### src/rtl/spike_seq_pkg.sv
// Shared types and default widths for the STDP spike-pair stimulus sequencer.
//   state_e   : sequencer FSM states
//   cfg_t     : one train configuration at the default widths
//   CNT_W_DEF / NPAIR_W_DEF : default counter and pair-index widths
package spike_seq_pkg;

   localparam int CNT_W_DEF   = 32;
   localparam int NPAIR_W_DEF = 16;

   typedef enum logic [1:0] {
      IDLE = 2'd0,
      RUN  = 2'd1,
      DONE = 2'd2
   } state_e;

   typedef struct packed {
      logic signed [CNT_W_DEF-1:0] delay;
      logic        [CNT_W_DEF-1:0] width;
      logic        [CNT_W_DEF-1:0] period;
      logic        [NPAIR_W_DEF-1:0] pairs;
   } cfg_t;

endpackage

### src/rtl/pulse_window.sv
// Pulse window decode: level is high while off <= phase < off + width.
// The upper bound is formed one bit wider than the operands, so off + width
// cannot overflow.
//   phase : current phase within the pair period
//   off   : pulse onset, in cycles from phase 0
//   width : pulse high time, in cycles (0 gives no pulse)
//   level : window membership of phase
module pulse_window
   import spike_seq_pkg::*;
#(
   parameter int CNT_W = CNT_W_DEF
) (
   input  logic [CNT_W-1:0] phase,
   input  logic [CNT_W-1:0] off,
   input  logic [CNT_W-1:0] width,
   output logic             level
);

   logic [CNT_W:0] win_end;

   assign win_end = {1'b0, off} + {1'b0, width};
   assign level   = (phase >= off) && ({1'b0, phase} < win_end);

endmodule

### src/rtl/spike_pair_seq.sv
// Spike-pair train sequencer driving the tp1 (pre) / td4 (post) inputs and
// the enable of top64. It plays cfg_pairs pre/post pairs with a signed
// pre-to-post offset, a pulse width and a pair period, all in clk_0_1ps cycles.
//   clk_0_1ps, reset        : clock, synchronous active-high reset
//   start, abort            : begin a train (IDLE only) / stop it (RUN only)
//   cfg_delay/width/period/pairs : train configuration, latched on start
//   tp1, td4, enable_out    : stimulus levels to top64
//   busy, done, cfg_err     : status (RUN level, end pulse, rejected start pulse)
//   pair_idx                : index of the current pair, from 0
//
// state | meaning
// IDLE  | waiting for start; start validates and latches the configuration
// RUN   | phase counts 0..period-1 per pair; tp1/td4 decoded from phase
// DONE  | one-cycle done pulse, then back to IDLE
module spike_pair_seq
   import spike_seq_pkg::*;
#(
   parameter int CNT_W   = CNT_W_DEF,
   parameter int NPAIR_W = NPAIR_W_DEF
) (
   input  logic                    clk_0_1ps,
   input  logic                    reset,
   input  logic                    start,
   input  logic                    abort,
   input  logic signed [CNT_W-1:0] cfg_delay,
   input  logic [CNT_W-1:0]        cfg_width,
   input  logic [CNT_W-1:0]        cfg_period,
   input  logic [NPAIR_W-1:0]      cfg_pairs,
   output logic                    tp1,
   output logic                    td4,
   output logic                    enable_out,
   output logic                    busy,
   output logic                    done,
   output logic                    cfg_err,
   output logic [NPAIR_W-1:0]      pair_idx
);

   state_e state_q, state_d;

   logic [CNT_W-1:0]   phase_q, phase_d;
   logic [CNT_W-1:0]   width_q, width_d;
   logic [CNT_W-1:0]   period_q, period_d;
   logic [CNT_W-1:0]   pre_off_q, pre_off_d;
   logic [CNT_W-1:0]   post_off_q, post_off_d;
   logic [NPAIR_W-1:0] pairs_left_q, pairs_left_d;
   logic [NPAIR_W-1:0] pair_idx_q, pair_idx_d;
   logic               tp1_q, tp1_d;
   logic               td4_q, td4_d;
   logic               cfg_err_q, cfg_err_d;

   logic [CNT_W-1:0]   delay_mag;
   logic [CNT_W:0]     span;
   logic               cfg_ok;
   logic               period_end;
   logic               pre_win;
   logic               post_win;

   // Magnitude of the signed delay; the most negative value still fits
   // because the result is unsigned.
   always_comb begin
      delay_mag = '0;
      if (cfg_delay[CNT_W-1]) begin
         delay_mag = CNT_W'(-cfg_delay);
      end else begin
         delay_mag = CNT_W'(cfg_delay);
      end
      span   = {1'b0, delay_mag} + {1'b0, cfg_width};
      cfg_ok = (cfg_period != '0) && (span <= {1'b0, cfg_period});
   end

   assign period_end = (phase_q == (period_q - CNT_W'(1)));

   // pairs_left is a down-counter; the train ends at its terminal count of 1.
   always_comb begin
      state_d      = state_q;
      phase_d      = phase_q;
      width_d      = width_q;
      period_d     = period_q;
      pre_off_d    = pre_off_q;
      post_off_d   = post_off_q;
      pairs_left_d = pairs_left_q;
      pair_idx_d   = pair_idx_q;
      cfg_err_d    = 1'b0;

      case (state_q)
         IDLE: begin
            phase_d = '0;
            if (start) begin
               if (cfg_ok) begin
                  width_d      = cfg_width;
                  period_d     = cfg_period;
                  pre_off_d    = cfg_delay[CNT_W-1] ? delay_mag : '0;
                  post_off_d   = cfg_delay[CNT_W-1] ? '0 : delay_mag;
                  pairs_left_d = cfg_pairs;
                  pair_idx_d   = '0;
                  state_d      = (cfg_pairs == '0) ? DONE : RUN;
               end else begin
                  cfg_err_d = 1'b1;
               end
            end
         end
         RUN: begin
            if (abort) begin
               state_d = DONE;
               phase_d = '0;
            end else if (period_end) begin
               phase_d      = '0;
               pair_idx_d   = pair_idx_q + NPAIR_W'(1);
               pairs_left_d = pairs_left_q - NPAIR_W'(1);
               if (pairs_left_q == NPAIR_W'(1)) begin
                  state_d = DONE;
               end
            end else begin
               phase_d = phase_q + CNT_W'(1);
            end
         end
         DONE: begin
            state_d = IDLE;
         end
         default: begin
            state_d = IDLE;
         end
      endcase
   end

   // Windows are decoded on the next-cycle phase/offsets so that the
   // registered tp1/td4 line up with the registered phase.
   pulse_window #(.CNT_W(CNT_W)) u_pre_win (
      .phase (phase_d),
      .off   (pre_off_d),
      .width (width_d),
      .level (pre_win)
   );

   pulse_window #(.CNT_W(CNT_W)) u_post_win (
      .phase (phase_d),
      .off   (post_off_d),
      .width (width_d),
      .level (post_win)
   );

   assign tp1_d = (state_d == RUN) && pre_win;
   assign td4_d = (state_d == RUN) && post_win;

   always_ff @(posedge clk_0_1ps) begin
      if (reset) begin
         state_q      <= IDLE;
         phase_q      <= '0;
         width_q      <= '0;
         period_q     <= '0;
         pre_off_q    <= '0;
         post_off_q   <= '0;
         pairs_left_q <= '0;
         pair_idx_q   <= '0;
         tp1_q        <= 1'b0;
         td4_q        <= 1'b0;
         cfg_err_q    <= 1'b0;
      end else begin
         state_q      <= state_d;
         phase_q      <= phase_d;
         width_q      <= width_d;
         period_q     <= period_d;
         pre_off_q    <= pre_off_d;
         post_off_q   <= post_off_d;
         pairs_left_q <= pairs_left_d;
         pair_idx_q   <= pair_idx_d;
         tp1_q        <= tp1_d;
         td4_q        <= td4_d;
         cfg_err_q    <= cfg_err_d;
      end
   end

   assign tp1        = tp1_q;
   assign td4        = td4_q;
   assign busy       = (state_q == RUN);
   assign enable_out = busy;
   assign done       = (state_q == DONE);
   assign cfg_err    = cfg_err_q;
   assign pair_idx   = pair_idx_q;

endmodule

### config.mk
export PLATFORM = sky130hd
export DESIGN_NAME = spike_pair_seq
export DESIGN_NICKNAME = d
export VERILOG_FILES = /design/src/rtl/spike_seq_pkg.sv /design/src/rtl/pulse_window.sv /design/src/rtl/spike_pair_seq.sv
export SDC_FILE = /design/constraint.sdc
export NUM_CORES = 1
export LEC_CHECK = 0
export ABC_AREA = 1
export BUFFER_PORTS_ARGS = -buffer_cell sky130_fd_sc_hd__buf_2
export CORE_UTILIZATION = 35
export CTS_CLUSTER_SIZE = 40
export DETAILED_ROUTE_END_ITERATION = 10
export PLACE_DENSITY_LB_ADDON = 0.15
export SLEW_MARGIN = 5
export SYNTH_ARGS = -nofsm -noshare
export SYNTH_HDL_FRONTEND = slang
export SYNTH_SLANG_ARGS = --single-unit
### constraint.sdc
create_clock -name clk_0_1ps -period 26.1 [get_ports clk_0_1ps]
set_input_delay 2.61 -clock clk_0_1ps [delete_from_list [all_inputs] [get_ports clk_0_1ps]]
set_output_delay 2.61 -clock clk_0_1ps [all_outputs]
set_load 0.1 [all_outputs]
== Word level (Yosys, flattened, before mapping) ==
Index checks and enable logic that the tools add are counted.
W data, S select, Z words.

* Muxes and demuxes: 33
* Bitwise gates (word level): 2
* Eq/ne operators: 9
* $lt $le $gt $ge: 5
* Reductions and logical operators: 12
* Add/sub/neg operators: 8

{| class="wikitable"
|+ Operator list
! operator !! number
|-
| $mux W32 || 14
|-
| $mux W16 || 8
|-
| $add A32 B32 Y33 || 3
|-
| $lt A32 B33 Y1 || 2
|-
| $ge A32 B32 Y1 || 2
|-
| $pmux W16 S2 || 2
|-
| $pmux W32 S2 || 1
|-
| $le A33 B32 Y1 || 1
|-
| $add A32 B1 Y32 const B || 1
|-
| $eq A32 B32 Y1 || 1
|-
| $neg A32 Y32 || 1
|-
| $reduce_bool A32 Y1 || 1
|-
| $sub A32 B1 Y32 const B || 1
|-
| $add A16 B1 Y16 const B || 1
|-
| $eq A16 B1 Y1 const B || 1
|-
| $logic_not A16 Y1 || 1
|-
| $sub A16 B1 Y16 const B || 1
|-
| $mux W2 || 6
|-
| $ne A2 B2 Y1 const B || 3
|-
| $logic_and A1 B1 Y1 || 5
|-
| $reduce_and A5 Y1 || 1
|-
| $eq A2 B1 Y1 const B || 2
|-
| $pmux W2 S2 || 1
|-
| $reduce_and A3 Y1 || 1
|-
| other kinds (7) || 8
|}

* Input port bits: 116
* Flip-flop bits (word level): 197
* Logic and storage cells: 80

== Longest topological paths before layout ==
* Word-level depth: 12
* Depth in mapped cells: 67

== Cells and area by module ==
From an unflattened synthesis, not the netlist that was laid out.

* Cell total of the unflattened synthesis: 3603
* Area, all modules: 22074.9 um^2

{| class="wikitable"
|+ Modules (own cells, without submodules)
! module !! sequential area each (um^2) !! instances !! area an instance (um^2) !! cells each
|-
| spike_pair_seq || 3943.8 || 1 || 15098.2 || 2462
|-
| pulse_window (u_post_win) || 0.0 || 1 || 3515.9 || 572
|-
| pulse_window (u_pre_win) || 0.0 || 1 || 3460.8 || 569
|}

== Least setup slack after synthesis ==
OpenSTA, ideal clock, no wires.

* Path type: input to register
* Start: input port cfg_delay[31]
* End: register td4_q, in the netlist td4
* Data required time: 25.990 ns
* Setup slack: 15.196 ns
* Data arrival time: 10.793 ns
* Setup time: 0.110 ns
* Stages: 59
* Path through: clkbuf_1 > inv_1 > clkbuf_1 > buf_1 > nand2_1 > nand2_1 > ha_1 > a21oi_1 > nand2_1 > nand2_1 > o211ai_1 > a21boi_0 > o21ai_1 > a21boi_1 > o21ai_2 > a21boi_1 > o21ai_2 > a21boi_2 > [... 23 more ...] > nand2_1 > nand2_1 > a21boi_1 > o21ai_1 > a21boi_0 > o21ai_2 > a21boi_1 > o21ai_0 > a21boi_1 > o211ai_1 > xor2_1 > ha_1 > nand2_1 > nor2_1 > nand3_1 > a211o_1 > nand2_1 > nor2_1

* Longest elaborated chain between the ends: 12
* Elaborated cells on any way between the ends: 21
* Classes of those cells: add/sub (3); order compare (3); eq/ne (1); mux (11); reduce/logical (3)

{| class="wikitable"
|+ Ends and longest elaborated chain
! item !! line !! RTL
|-
| start, declared || spike_pair_seq.sv:25 || <nowiki>input logic signed [CNT_W-1:0] cfg_delay,</nowiki>
|-
| $neg A32 Y32 || spike_pair_seq.sv:63 || <nowiki>delay_mag = CNT_W'(-cfg_delay);</nowiki>
|-
| $mux W32 * || spike_pair_seq.sv:62 || <nowiki>if (cfg_delay[CNT_W-1]) begin</nowiki>
|-
| $add A32 B32 Y33 * || spike_pair_seq.sv:67 || <nowiki>span = {1'b0, delay_mag} + {1'b0, cfg_width};</nowiki>
|-
| $le A33 B32 Y1 * || spike_pair_seq.sv:68 || <nowiki>cfg_ok = (cfg_period != '0) && (span <= {1'b0, cfg_period});</nowiki>
|-
| $logic_and A1 B1 Y1 * || spike_pair_seq.sv:68 ||
|-
| $mux W32 * || spike_pair_seq.sv:89 || <nowiki>if (cfg_ok) begin</nowiki>
|-
| $mux W32 * || spike_pair_seq.sv:88 || <nowiki>if (start) begin</nowiki>
|-
| $mux W32 * || spike_pair_seq.sv:85 || <nowiki>case (state_q)</nowiki>
|-
| named net u_post_win.width[0] || pulse_window.sv:15 || <nowiki>input logic [CNT_W-1:0] width,</nowiki>
|-
| $add A32 B32 Y33 * || pulse_window.sv:21 || <nowiki>assign win_end = {1'b0, off} + {1'b0, width};</nowiki>
|-
| $lt A32 B33 Y1 * || pulse_window.sv:22 || <nowiki>assign level = (phase >= off) && ({1'b0, phase} < win_end);</nowiki>
|-
| $logic_and A1 B1 Y1 * || pulse_window.sv:22 ||
|-
| $logic_and A1 B1 Y1 * || spike_pair_seq.sv:143 || <nowiki>assign td4_d = (state_d == RUN) && post_win;</nowiki>
|-
| end signal, assigned || spike_pair_seq.sv:168 || <nowiki>td4_q <= td4_d;</nowiki>
|-
| end, declared || spike_pair_seq.sv:48 || <nowiki>logic td4_q, td4_d;</nowiki>
|}

Mark *: on every way through the listed nets, which the timed path passes. The rest lies on a longest branch.
A chain may end at the register's enable or synchronous reset.

== Worst setup path in the final report ==
* Start: input port cfg_delay[1]
* End: register td4_q, in the netlist td4

Same word-level chain as after synthesis.

==> impl_metrics.ini <==
[synthesis]
ys_seq_area_share_pct = 19.6
synth_cell_type_count = 64
synthesis.nets = 3450
yosys_warn_count = 0
synth_top_flop_cell = dfxtp_1
asyncSetResetFlopFracSynth_pct = 0
syn-instance-count = 3069
synthesis.area_mm2 = 0.0201
syn-mean-instance-area_um2 = 6.54
count_of_flip_flops_with_a_built_in_enable_after_synthesis = 0
synth.ff_latch_count = 197
post-synth-top-area-fraction_pct = 19.6
netlist_top_cells_area = dfxtp_1 20%, ha_1 16%, nand2_1 11%
yosysTopAreaCell = dfxtp_1

[clock_network]
post_cts.resized_instances = 0
cts_buffers = 17
clock_sinks = 197
post_cts_buffers = 0
worst_skew_pair.late_latency_ns = 0.51
cts_root_buf = clkbuf_16
cts.reportedPaths.clkPinSlew_ns = 0.10
max-clock-path-buffers = 2
cts_tree = built
cts_hold_fix_bufs = 0
h-tree-depth = 4

[sta]
worstMarginPinSlew_ns = 0.973
timing.final.max_slew_violations = 0
endpoints_failing_hold = 0
achievable_frequency_mhz = 74.4
period_share_pct = 51.5
clock_skew_ns = 0.0206
fin_crit_ns = 13.44
rsz_0062_raised_after_global_routing = no
fin_tns_setup_ns = 0
slew_headroom_pct = 35.1
final-setup-viol-count = 0

[routing]
detailroute.via_count = 20424
drc_violation_count_after_routing = 0
drtAntennaViolNets = 0
wirelength_um = 73000
drt_first_pass_iters = 5
first_iter_violations = 1363
route.detailed.wl_per_inst_um = 18.6
post_drt_via_cell_ratio = 5.21

[setup_path]
worst_path_most_repeated_cell = nand2_1
endpoint_class_of_the_critical_path = register
worst_path_max_delay_cell = buf_4
timing.setup.critical_path_class = input port to register
worstPathRequired_ns = 26.52
cp-start-kind = input port
crit_arrival_ns = 13.86
crit_path_max_fanout = 104
critPathMaxStageDelay_ns = 0.80

[global_routing]
grt_overflow = 0
first_global_vias = 19617
groute.usage.overall_pct = 24.7
wire_length_of_the_first_global_routing_pass_um = 112000
antenna_violations_before_repair = 0
grt_max_degree = 105

[cells_and_area]
fill_cells = 6168
stdcell_count = 3923
layout.cells.most_common_list = 588 x nand2_1, 459 x inv_1, 291 x a21oi_1
layout-drive-gt1-share_pct = 9.44
layout.cells.most_common = nand2_1
area_delta_synth_final_pct = 9.98
n_antenna_cell = 0
fin_nets = 3535

[power]
power.density_mw_per_mm2 = 66.9
p_leak_nw = 10.8
vdd_ir_drop_max_mv = 0.0446

[floorplanning]
boundaryPins = 138
die_height_um = 242
starting_density_of_the_core_pct = 35.5
die_area_mm2 = 0.0583
fp.coreArea_mm2 = 0.0565
core.rowCount = 87
floorplan.die.width_um = 242

[place]
number_of_buffers_inserted_by_port_buffering = 137
dpl.hpwl_um = 60200
placedCellCount = 3891
place_congestion = 0.908

[hold_path]
worst_hold_path_type = register to register

[outcome]
run_status = complete, no violations

[job]
cap_violations = 0
-- state kept, by name, indices dropped and copies added (netlist names), 2 cells and up --
signal        flops
state_q           2
pre_off_q        32
post_off_q       32
period_q         32
pairs_left_q     16
phase_q          32
width_q          32
pair_idx         16
-- cell families after synthesis --
logic type      share of synthesized area (%)
buf+inv                                  10.7
fa+ha+maj                                16.6
xor+xnor                                 7.05
flops                                    19.6
compound gates                           17.6
simple gates                             28.4
-- worst paths after layout --
| kind | depth (start not counted) | start | slack [ns] | endpoint |
|---|---|---|---|---|
| worst max-delay path | 52 | cfg_delay[1] | 12.66 | td4 |
| worst max register to register | 28 | state_q[1] | 18.39 | td4 |
| worst min register to register | 2 | post_off_q[0] | 0.49 | post_off_q[0] |
| worst min-delay path | 2 | post_off_q[0] | 0.49 | post_off_q[0] |
-- critical path: cells and delay by family --
kind,cells,cell delay (ns)
adder cells (fa/ha/maj),5,1.48
XOR/XNOR,2,0.35
buffers and inverters,6,1.64
AND/OR/NAND/NOR,18,3.02
AO/OA/AOI/OAI,21,4.65
-- per-layer routing --
layer | share of wire, % | vias to the layer above | wire, um | GRT usage (%)
met3 | 4.1 | 82 | 3030 | 3.32
met1 | 49 | 9526 | 35900 | 34.6
met2 | 44 | 456 | 32100 | 39.1
met5 | 0 | - | 0 | 0
met4 | 2.6 | 0 | 1920 | 7.57
li1 | - | 10360 | - | -
-- synth_stat cells (7+ instances only) --
cell,n
a211oi_1,47
a21o_1,11
a21oi_1,291
a31oi_1,26
buf_1,7
buf_2,22
clkbuf_1,48
dfxtp_1,197
ha_1,262
inv_1,459
inv_2,13
nand2_1,588
nand2_2,17
nand3_1,143
nand3b_1,15
nand4_1,65
nor2_1,286
nor2_2,11
nor2_4,9
nor3_1,44
nor3_2,8
nor4_1,22
o211ai_1,10
o21a_1,9
o21ai_0,154
o21ai_1,26
o21bai_1,12
or2_2,35
xnor2_1,66
xor2_1,93
-- layout make-up --
class                      instances  area [um2]  share of cell area (%)
multi-input combinational       2315       14000                    63.4
clock inverter                    15         223                    1.01
timing repair buffer             147         763                    3.46
inverter                         476        1790                    8.11
sequential                       197        3940                    17.9
clock buffer                      17         425                    1.93
tap                              756         946                    4.28
-- per-stage QoR --
stage	utilization, %	hold slack, ns	setup slack [ns]	area [um2]	total power [W]
final	39.1	0.491	12.66	22100	0.00148
after CTS	39.1	0.489	12.72	22100	0.00148
after global routing	39.1	0.520	11.69	22100	0.00160
after floorplan	-	0.449	15.20	20100	0.000961
after global placement	37.9	0.471	12.32	21400	0.00116
after detailed placement	37.9	0.475	12.21	21400	0.00117
-- power breakdown --
part           total (W)  internal, W  switching (W)
sequential      0.000355     0.000334      0.0000214
combinational   0.000819     0.000277       0.000543
clock           0.000303     0.000136       0.000167
Note: power is estimated with default switching activity, not from simulation.
